### src/rtl/stabilizer_row_collector_pkg.sv
// Shared stabilizer definitions: collector FSM state encoding and 2-bit Pauli literal encoding.
// No logic, so no latency.
// No flow control lives here.
package stabilizer_row_collector_pkg;

    // Collector FSM state encoding
    localparam logic [1:0] ST_IDLE_ENC    = 2'd0;
    localparam logic [1:0] ST_COLLECT_ENC = 2'd1;
    localparam logic [1:0] ST_FULL_ENC    = 2'd2;

    typedef enum logic [1:0] {
        S_IDLE    = ST_IDLE_ENC,
        S_COLLECT = ST_COLLECT_ENC,
        S_FULL    = ST_FULL_ENC
    } collector_state_t;

    // Pauli literal encoding, two bits per qubit
    localparam logic [1:0] LIT_I = 2'd0;
    localparam logic [1:0] LIT_X = 2'd1;
    localparam logic [1:0] LIT_Z = 2'd2;
    localparam logic [1:0] LIT_Y = 2'd3;

endpackage

### src/rtl/stabilizer_row_collector.sv
// Assembles a bottom-first stabilizer row stream into a full literal/phase matrix frame.
// Latency: frame_valid rises one cycle after the last row of a frame is sampled.
// Backpressure: none on the source; rows arriving while a frame is held are dropped and flagged in overflow.
//
// Ports:
//   clk, rst        clock (rising edge), asynchronous active-high reset
//   valid_in        one row presented this cycle
//   literals_in     row literals, 2 bits per qubit
//   phase_in        row phase bits
//   clear           synchronous abort of the current frame (highest priority)
//   ack             consumer has taken the held frame
//   literal_mat     assembled literals [row][col]
//   phase_mat       assembled phases [row][pair]
//   frame_valid     a complete frame is held
//   ready           rows can be accepted
//   row_count       rows received in the current frame
//   overflow        sticky: a row arrived while a frame was held
module stabilizer_row_collector
    import stabilizer_row_collector_pkg::*;
#(
    parameter int num_qubit  = 4,
    parameter int max_vector = 2**num_qubit
) (
    input  logic                                      clk,
    input  logic                                      rst,
    input  logic                                      valid_in,
    input  logic [num_qubit-1:0][1:0]                 literals_in,
    input  logic [max_vector-1:0]                     phase_in,
    input  logic                                      clear,
    input  logic                                      ack,
    output logic [num_qubit-1:0][num_qubit-1:0][1:0]  literal_mat,
    output logic [num_qubit-1:0][max_vector-1:0]      phase_mat,
    output logic                                      frame_valid,
    output logic                                      ready,
    output logic [31:0]                               row_count,
    output logic                                      overflow
);

    localparam int IDX_W = (num_qubit > 1) ? $clog2(num_qubit) : 1;

    collector_state_t                           r_state;
    logic [num_qubit-1:0][num_qubit-1:0][1:0]   r_lit;
    logic [num_qubit-1:0][max_vector-1:0]       r_phase;
    logic [31:0]                                r_row_count;
    logic                                       r_overflow;

    collector_state_t   w_state_nxt;
    logic [31:0]        w_count_nxt;
    logic               w_ovf_nxt;
    logic               w_accept;
    logic [31:0]        w_k;        // position of the accepted row within its frame
    logic [31:0]        w_wr_idx;   // matrix row it lands in (stream is bottom-first)

    always_comb begin
        w_state_nxt = r_state;
        w_count_nxt = r_row_count;
        w_ovf_nxt   = r_overflow;
        w_accept    = 1'b0;
        w_k         = 32'd0;

        if (clear) begin
            w_state_nxt = S_IDLE;
            w_count_nxt = 32'd0;
            w_ovf_nxt   = 1'b0;
        end else begin
            case (r_state)
                S_IDLE: begin
                    if (valid_in) begin
                        w_accept    = 1'b1;
                        w_count_nxt = 32'd1;
                        w_state_nxt = (num_qubit == 1) ? S_FULL : S_COLLECT;
                    end
                end
                S_COLLECT: begin
                    if (valid_in) begin
                        w_accept    = 1'b1;
                        w_k         = r_row_count;
                        w_count_nxt = r_row_count + 32'd1;
                        if (r_row_count + 32'd1 == 32'(num_qubit)) begin
                            w_state_nxt = S_FULL;
                        end
                    end
                end
                S_FULL: begin
                    if (ack && valid_in) begin
                        // Release the held frame and start the next one with this row
                        w_accept    = 1'b1;
                        w_count_nxt = 32'd1;
                        w_state_nxt = (num_qubit == 1) ? S_FULL : S_COLLECT;
                    end else if (ack) begin
                        w_count_nxt = 32'd0;
                        w_state_nxt = S_IDLE;
                    end else if (valid_in) begin
                        w_ovf_nxt = 1'b1;
                    end
                end
                default: begin
                    w_state_nxt = S_IDLE;
                    w_count_nxt = 32'd0;
                end
            endcase
        end
    end

    assign w_wr_idx = 32'(num_qubit - 1) - w_k;

    always_ff @(posedge clk or posedge rst) begin
        if (rst) begin
            r_state     <= S_IDLE;
            r_lit       <= '0;
            r_phase     <= '0;
            r_row_count <= 32'd0;
            r_overflow  <= 1'b0;
        end else begin
            r_state     <= w_state_nxt;
            r_row_count <= w_count_nxt;
            r_overflow  <= w_ovf_nxt;
            if (w_accept) begin
                r_lit[w_wr_idx[IDX_W-1:0]]   <= literals_in;
                r_phase[w_wr_idx[IDX_W-1:0]] <= phase_in;
            end
        end
    end

    assign literal_mat = r_lit;
    assign phase_mat   = r_phase;
    assign row_count   = r_row_count;
    assign overflow    = r_overflow;
    assign frame_valid = (r_state == S_FULL);
    assign ready       = (r_state != S_FULL);

endmodule

### config.mk
export PLATFORM = sky130hd
export DESIGN_NAME = stabilizer_row_collector
export DESIGN_NICKNAME = d
export VERILOG_FILES = /design/src/rtl/stabilizer_row_collector_pkg.sv /design/src/rtl/stabilizer_row_collector.sv
export SDC_FILE = /design/constraint.sdc
export NUM_CORES = 1
export LEC_CHECK = 0
export CAP_MARGIN = 5
export CORE_UTILIZATION = 45
export DETAILED_ROUTE_END_ITERATION = 16
export GPL_ROUTABILITY_DRIVEN = 0
export PLACE_DENSITY = 0.75
export SLEW_MARGIN = 5
export SYNTH_ARGS = -nofsm -noshare
export SYNTH_HDL_FRONTEND = slang
export SYNTH_SLANG_ARGS = --single-unit
### constraint.sdc
create_clock -name clk -period 11 [get_ports clk]
set_input_delay 1.65 -clock clk [delete_from_list [all_inputs] [get_ports clk]]
set_output_delay 1.65 -clock clk [all_outputs]
set_load 0.01 [all_outputs]
; ---- Word-level counts from Yosys, hierarchy flattened
; Cells that the tools add are included.
[word_totals]
regBits = 131
wordCells = 77
[op_classes]
muxes = 31
add_sub_neg = 2
magnitude_cmp = 2
reduce_logical = 9
n_eq_ne = 10
[ops]
columns = operator, n
row1 = $mux 32, 5
row2 = $pmux 32 s3, 1
row3 = $bwmux 64, 1
row4 = $add 32x1->32 const B, 1
row5 = $bwmux 32, 1
row6 = $demux 16 s2, 1
row7 = $eq 32x3->1 const B, 1
row8 = $mux 2, 9
row9 = $demux 8 s2, 1
row10 = $mux 16, 1
row11 = $ne 3x3->1 const B, 3
row12 = $mux 1, 8
row13 = $mux 8, 1
row14 = $reduce_and 4->1, 2
row15 = $ne 2x2->1 const B, 3
row16 = $pmux 2 s3, 1
row17 = $ne 4x3->1 const B, 1
row18 = $reduce_bool 2->1, 2
row19 = $lt 2x3->1 const B, 1
row20 = $reduce_and 3->1, 1
row21 = $eq 2x1->1 const B, 1
row22 = $eq 2x2->1 const B, 1
row23 = $ge 2x1->1 const B, 1
row24 = $logic_and 1x1->1, 2
row25 = other kinds (4), 4

; ---- Depth between registers and ports, before layout
[logic_depth]
word_depth = 9
mapped_depth = 11

; ---- Worst setup path after synthesis
; Ideal clock, no wire load.
[synth_path]
path_kind = input port to flip-flop
start = in valid_in
end = reg r_lit (netlist bit literal_mat[0])
setup_slack_ns = 7.631
t_arrival_ns = 3.244
cell_stages = 6
path_cell_list = nor2b_1 nor3b_1 and3_1 clkbuf_1 clkbuf_1 mux2_2
[synth_between]
elab_chain_cells = 9
[synth_lines]
columns = element, line
row1 = "start, declared", stabilizer_row_collector.sv:26  ; input logic valid_in,
row2 = $mux 2, stabilizer_row_collector.sv:75  ; if (valid_in) begin
row3 = $mux 2, stabilizer_row_collector.sv:66  ; case (r_state)
row4 = $mux 2, stabilizer_row_collector.sv:61  ; if (clear) begin
row5 = $sub 2x2->2, stabilizer_row_collector.sv:105  ; assign w_wr_idx = 32'(num_qubit - 1) - w_k;
row6 = $lt 2x3->1 (implied by the code) / $ge 2x1->1 (equally long branches), stabilizer_row_collector.sv:119  ; r_lit[w_wr_idx[IDX_W-1:0]] <= literals_in;
row7 = $logic_and 1x1->1 (implied by the code), stabilizer_row_collector.sv:119
row8 = $mux 8 (implied by the code), stabilizer_row_collector.sv:119
row9 = $demux 8 s2, stabilizer_row_collector.sv:119
row10 = $bwmux 32, stabilizer_row_collector.sv:119
row11 = "end signal, assigned by index", stabilizer_row_collector.sv:119
row12 = "end, declared", stabilizer_row_collector.sv:42  ; logic [num_qubit-1:0][num_qubit-1:0][1:0] r_lit;
; Parallel ways exist; a longest one is shown, timed or not.
; A chain may end at the register's enable or synchronous reset.

; ---- Worst setup path in the final report
[layout_path]
start = in valid_in
end = reg r_phase (netlist bit phase_mat[13])
[layout_between]
elab_chain_cells = 9
[layout_lines]
columns = element, line
row1 = $mux 2, stabilizer_row_collector.sv:75
row2 = $mux 2, stabilizer_row_collector.sv:66
row3 = $mux 2, stabilizer_row_collector.sv:61
row4 = $sub 2x2->2, stabilizer_row_collector.sv:105
row5 = $lt 2x3->1 (implied by the code) / $ge 2x1->1 (equally long branches), stabilizer_row_collector.sv:120  ; r_phase[w_wr_idx[IDX_W-1:0]] <= phase_in;
row6 = $logic_and 1x1->1 (implied by the code), stabilizer_row_collector.sv:120
row7 = $mux 16 (implied by the code), stabilizer_row_collector.sv:120
row8 = $demux 16 s2, stabilizer_row_collector.sv:120
row9 = $bwmux 64, stabilizer_row_collector.sv:120
row10 = "end signal, assigned by index", stabilizer_row_collector.sv:120
row11 = "end, declared", stabilizer_row_collector.sv:43  ; logic [num_qubit-1:0][max_vector-1:0] r_phase;
; Parallel ways exist; a longest one is shown, timed or not.

==> flow_summary.ini <==
[critical_path]
path_cells = clkdlybuf4s50_1 > nor2b_1 > nor3b_2 > buf_4 > and3_1 > buf_4 > mux2_2
end_kind = flop
slowest_delay_ns = 0.58
cpMaxStageDelayCell = clkdlybuf4s50_1
worstSetupStartpointType = input pin
cpMostUsedCell = buf_4
critical_path_class = in2reg
arrival_ns = 3.99
cp_data_required_time_ns = 11.30
worstPathMaxFanout = 31

[final_layout]
layout.cells.non_filler = 869
multi_input_area_um2 = 2720
fin_util = 0.639
diodes = 0
seqCellArea_um2 = 3280
n_fill_cell = 1033
layout_commonest_cell = clkdlybuf4s50_1
final_cell_mix = clkdlybuf4s50_1 (159), dfrtp_1 (131), mux2_2 (97)
syn2layout_area_growth_pct = 37.6
drive_above_1_share = 0.234
nets = 711

[timing]
finalHoldViolations = 0
timing.final.crit_share = 0.336
finalSetupViolCount = 0
finalMaxSlewViolations = 0
setup_tns_ns = 0
worstMarginPinSlew_ns = 1.18
relSlewSlack = 0.211
fin_worst_skew_ns = 0.00555
max_freq_ghz = 0.271
period_minus_slack_ns = 3.69
rsz0062_at_grt = false

[synthesis]
synth_cells = 533
synth_adder_area_share = 0.00404
synth_top_family_by_area = multiplexers
synth_fp_nets = 564
netlist.area_leader.share = 0.529
ys_top_cells_by_area = dfrtp_1 (53%), mux2_2 (18%), o21ai_0 (3.0%)
synth.mux.area_fraction = 0.180
synth_top_cell_by_area = dfrtp_1
synth_seq_cells = 131
synth-xor-area-share = 0.0226
ys_seq_area_frac = 0.529
synth.avg_cell_area_um2 = 11.6
yosys_warnings = 0
synthesis.area_um2 = 6200
synth-simple-area-share = 0.137
synth_compound_gate_area_share = 0.0937
yosysUniqueCellTypes = 56

[placement]
dp.cells = 837
post-dp-hpwl_mm = 10.6
io_buffers = 159

[grt]
grt_max_degree = 90
antenna_found_initial = 0
grt_pass1_vias = 5018
grtUsageTotal = 0.242
grt_pass1_wl_mm = 26.4
gr-total-overflow = 0

[power]
switching_share = 0.246
peakVddDrop_uv = 146
comb_power_share = 0.173
p_clk_frac = 0.421
p_seq_frac = 0.407
power_leakage_uw = 0.00364
power.density_nw_per_um2 = 165
p_int_uw = 1060
finalPower_uw = 1400
power.net_switching_uw = 345

[flow_run]
cap_violations = 0

[floorplan]
ioPinCount = 160
start_util = 0.464
dieArea_um2 = 14200
dieHeight_um = 119
fp-row-count = 42
core_area_um2 = 13300
dieWidth_um = 119

[clock_tree]
cts_tree = yes
cts_resized = 0
cts-buffers-inserted = 17
insertion_delay_ns = 0.42
cts_buffer_depth = 2
clock_sinks = 131
cts_max_level = 4
cts_root_buffer = clkbuf_16
clk_pin_slew_ns = 0.06
postCtsSetupBuffers = 0
ctsHoldBuffers = 0

[drt]
wl_per_cell_um = 18.5
dr.pass1.iters = 5
first_iter_violations = 323
vias = 4937
drc = 0
ant_nets = 0
viasPerCell = 5.68
routed_wl_mm = 16.1

[status]
status = completed

[hold_path]
hold_path.class = reg2reg
==> state kept, by name (all words and copies together), names as in the netlist <==
| signal | count |
|---|---|
| r_state | 2 |
| overflow | 1 |
| row_count | 32 |
| literal_mat | 32 |
| phase_mat | 64 |
==> final timing paths <==
check / start / to / slack, ns / cells after the start
setup / recovery: valid_in / phase_mat[13]$_DFFE_PP0P_ / 7.31 / 7
hold / removal: literal_mat[12]$_DFFE_PP0P_ / literal_mat[12]$_DFFE_PP0P_ / 0.50 / 1
setup reg to reg: row_count[4]$_DFFE_PP0P_ / r_state[0]$_DFFE_PP0P_ / 7.54 / 8
hold reg to reg: literal_mat[12]$_DFFE_PP0P_ / literal_mat[12]$_DFFE_PP0P_ / 0.50 / 1
max in group asynchronous: rst / phase_mat[7]$_DFFE_PP0P_ / 7.83 / 3
min in group asynchronous: rst / row_count[7]$_DFFE_PP0P_ / 1.64 / 2
==> cells by family (layout without fill, tap and decap cells) <==
logic type,count (synthesis),count (layout)
xor gates and xnor gates,16,16
adders and majority gates,2,2
muxes,99,99
buffers and inverters,48,208
DFF,131,131
and+or+nand+nor,143,143
AOI/OAI and AO/OA,94,94
==> per-layer routing <==
| metal | up-vias | wire (um) | GRT usage |
|---|---|---|---|
| met1 | 2474 | 6550 | 0.291 |
| li1 | 2223 | - | - |
| met2 | 221 | 7490 | 0.372 |
| met4 | 0 | 229 | 0.0875 |
| met5 | - | 0 | 0 |
| met3 | 19 | 1850 | 0.121 |
==> Yosys cell counts (all sizes together) <==
cell	instances
mux2i	1
o31ai	8
inv	10
dfrtp	131
xor2	4
nand4	18
o31a	1
nor2b	1
or2	2
nand3b	4
a211oi	3
mux2	98
clkbuf	25
nor3b	1
or3	1
xnor2	12
nand2	35
a31oi	9
o2111ai	1
o41ai	1
and2	4
buf	13
a311oi	2
a31o	2
nor3	12
a21boi	1
and4b	2
a21oi	15
o21a	2
nor2	27
a2111oi	1
o22a	1
a21o	1
o22ai	6
or4	1
and4	1
a22o	2
and3	6
nand3	18
ha	2
nor4	10
o21ai	38
==> power by group through the flow <==
stage               sequential [uW]  combinational, uW  clock, uW
finish                          571                243        591
detailed placement              576                242          0
global route                    577                259        623
floorplan                       598               69.8          0
CTS                             571                245        600
global placement                573                238          0
==> final cells by class <==
class / count / area share
repair buffers: 166 / 0.193
clock buffers: 21 / 0.0552
inverters: 10 / 0.00470
clock inverters: 11 / 0.0178
flip-flops and latches: 131 / 0.385
well taps: 176 / 0.0258
multi-input cells: 354 / 0.319
==> worst max-delay path: cells and delay by family <==
family,cells,cell delay [ns]
buffers and inverters,3,1.26
and+or+nand+nor,3,0.66
muxes,1,0.39
==> metrics by stage <==
stage	hold slack, ns	worst slack [ns]	area (um^2)
4_1_cts	0.505	7.32	8530
3_3_place_gp	0.487	6.96	7900
6_report	0.501	7.31	8530
2_1_floorplan	0.529	5.85	6200
5_1_grt	0.527	7.11	8530
3_5_place_dp	0.492	6.88	7900
Note: power is estimated with default switching activity, not from simulation.
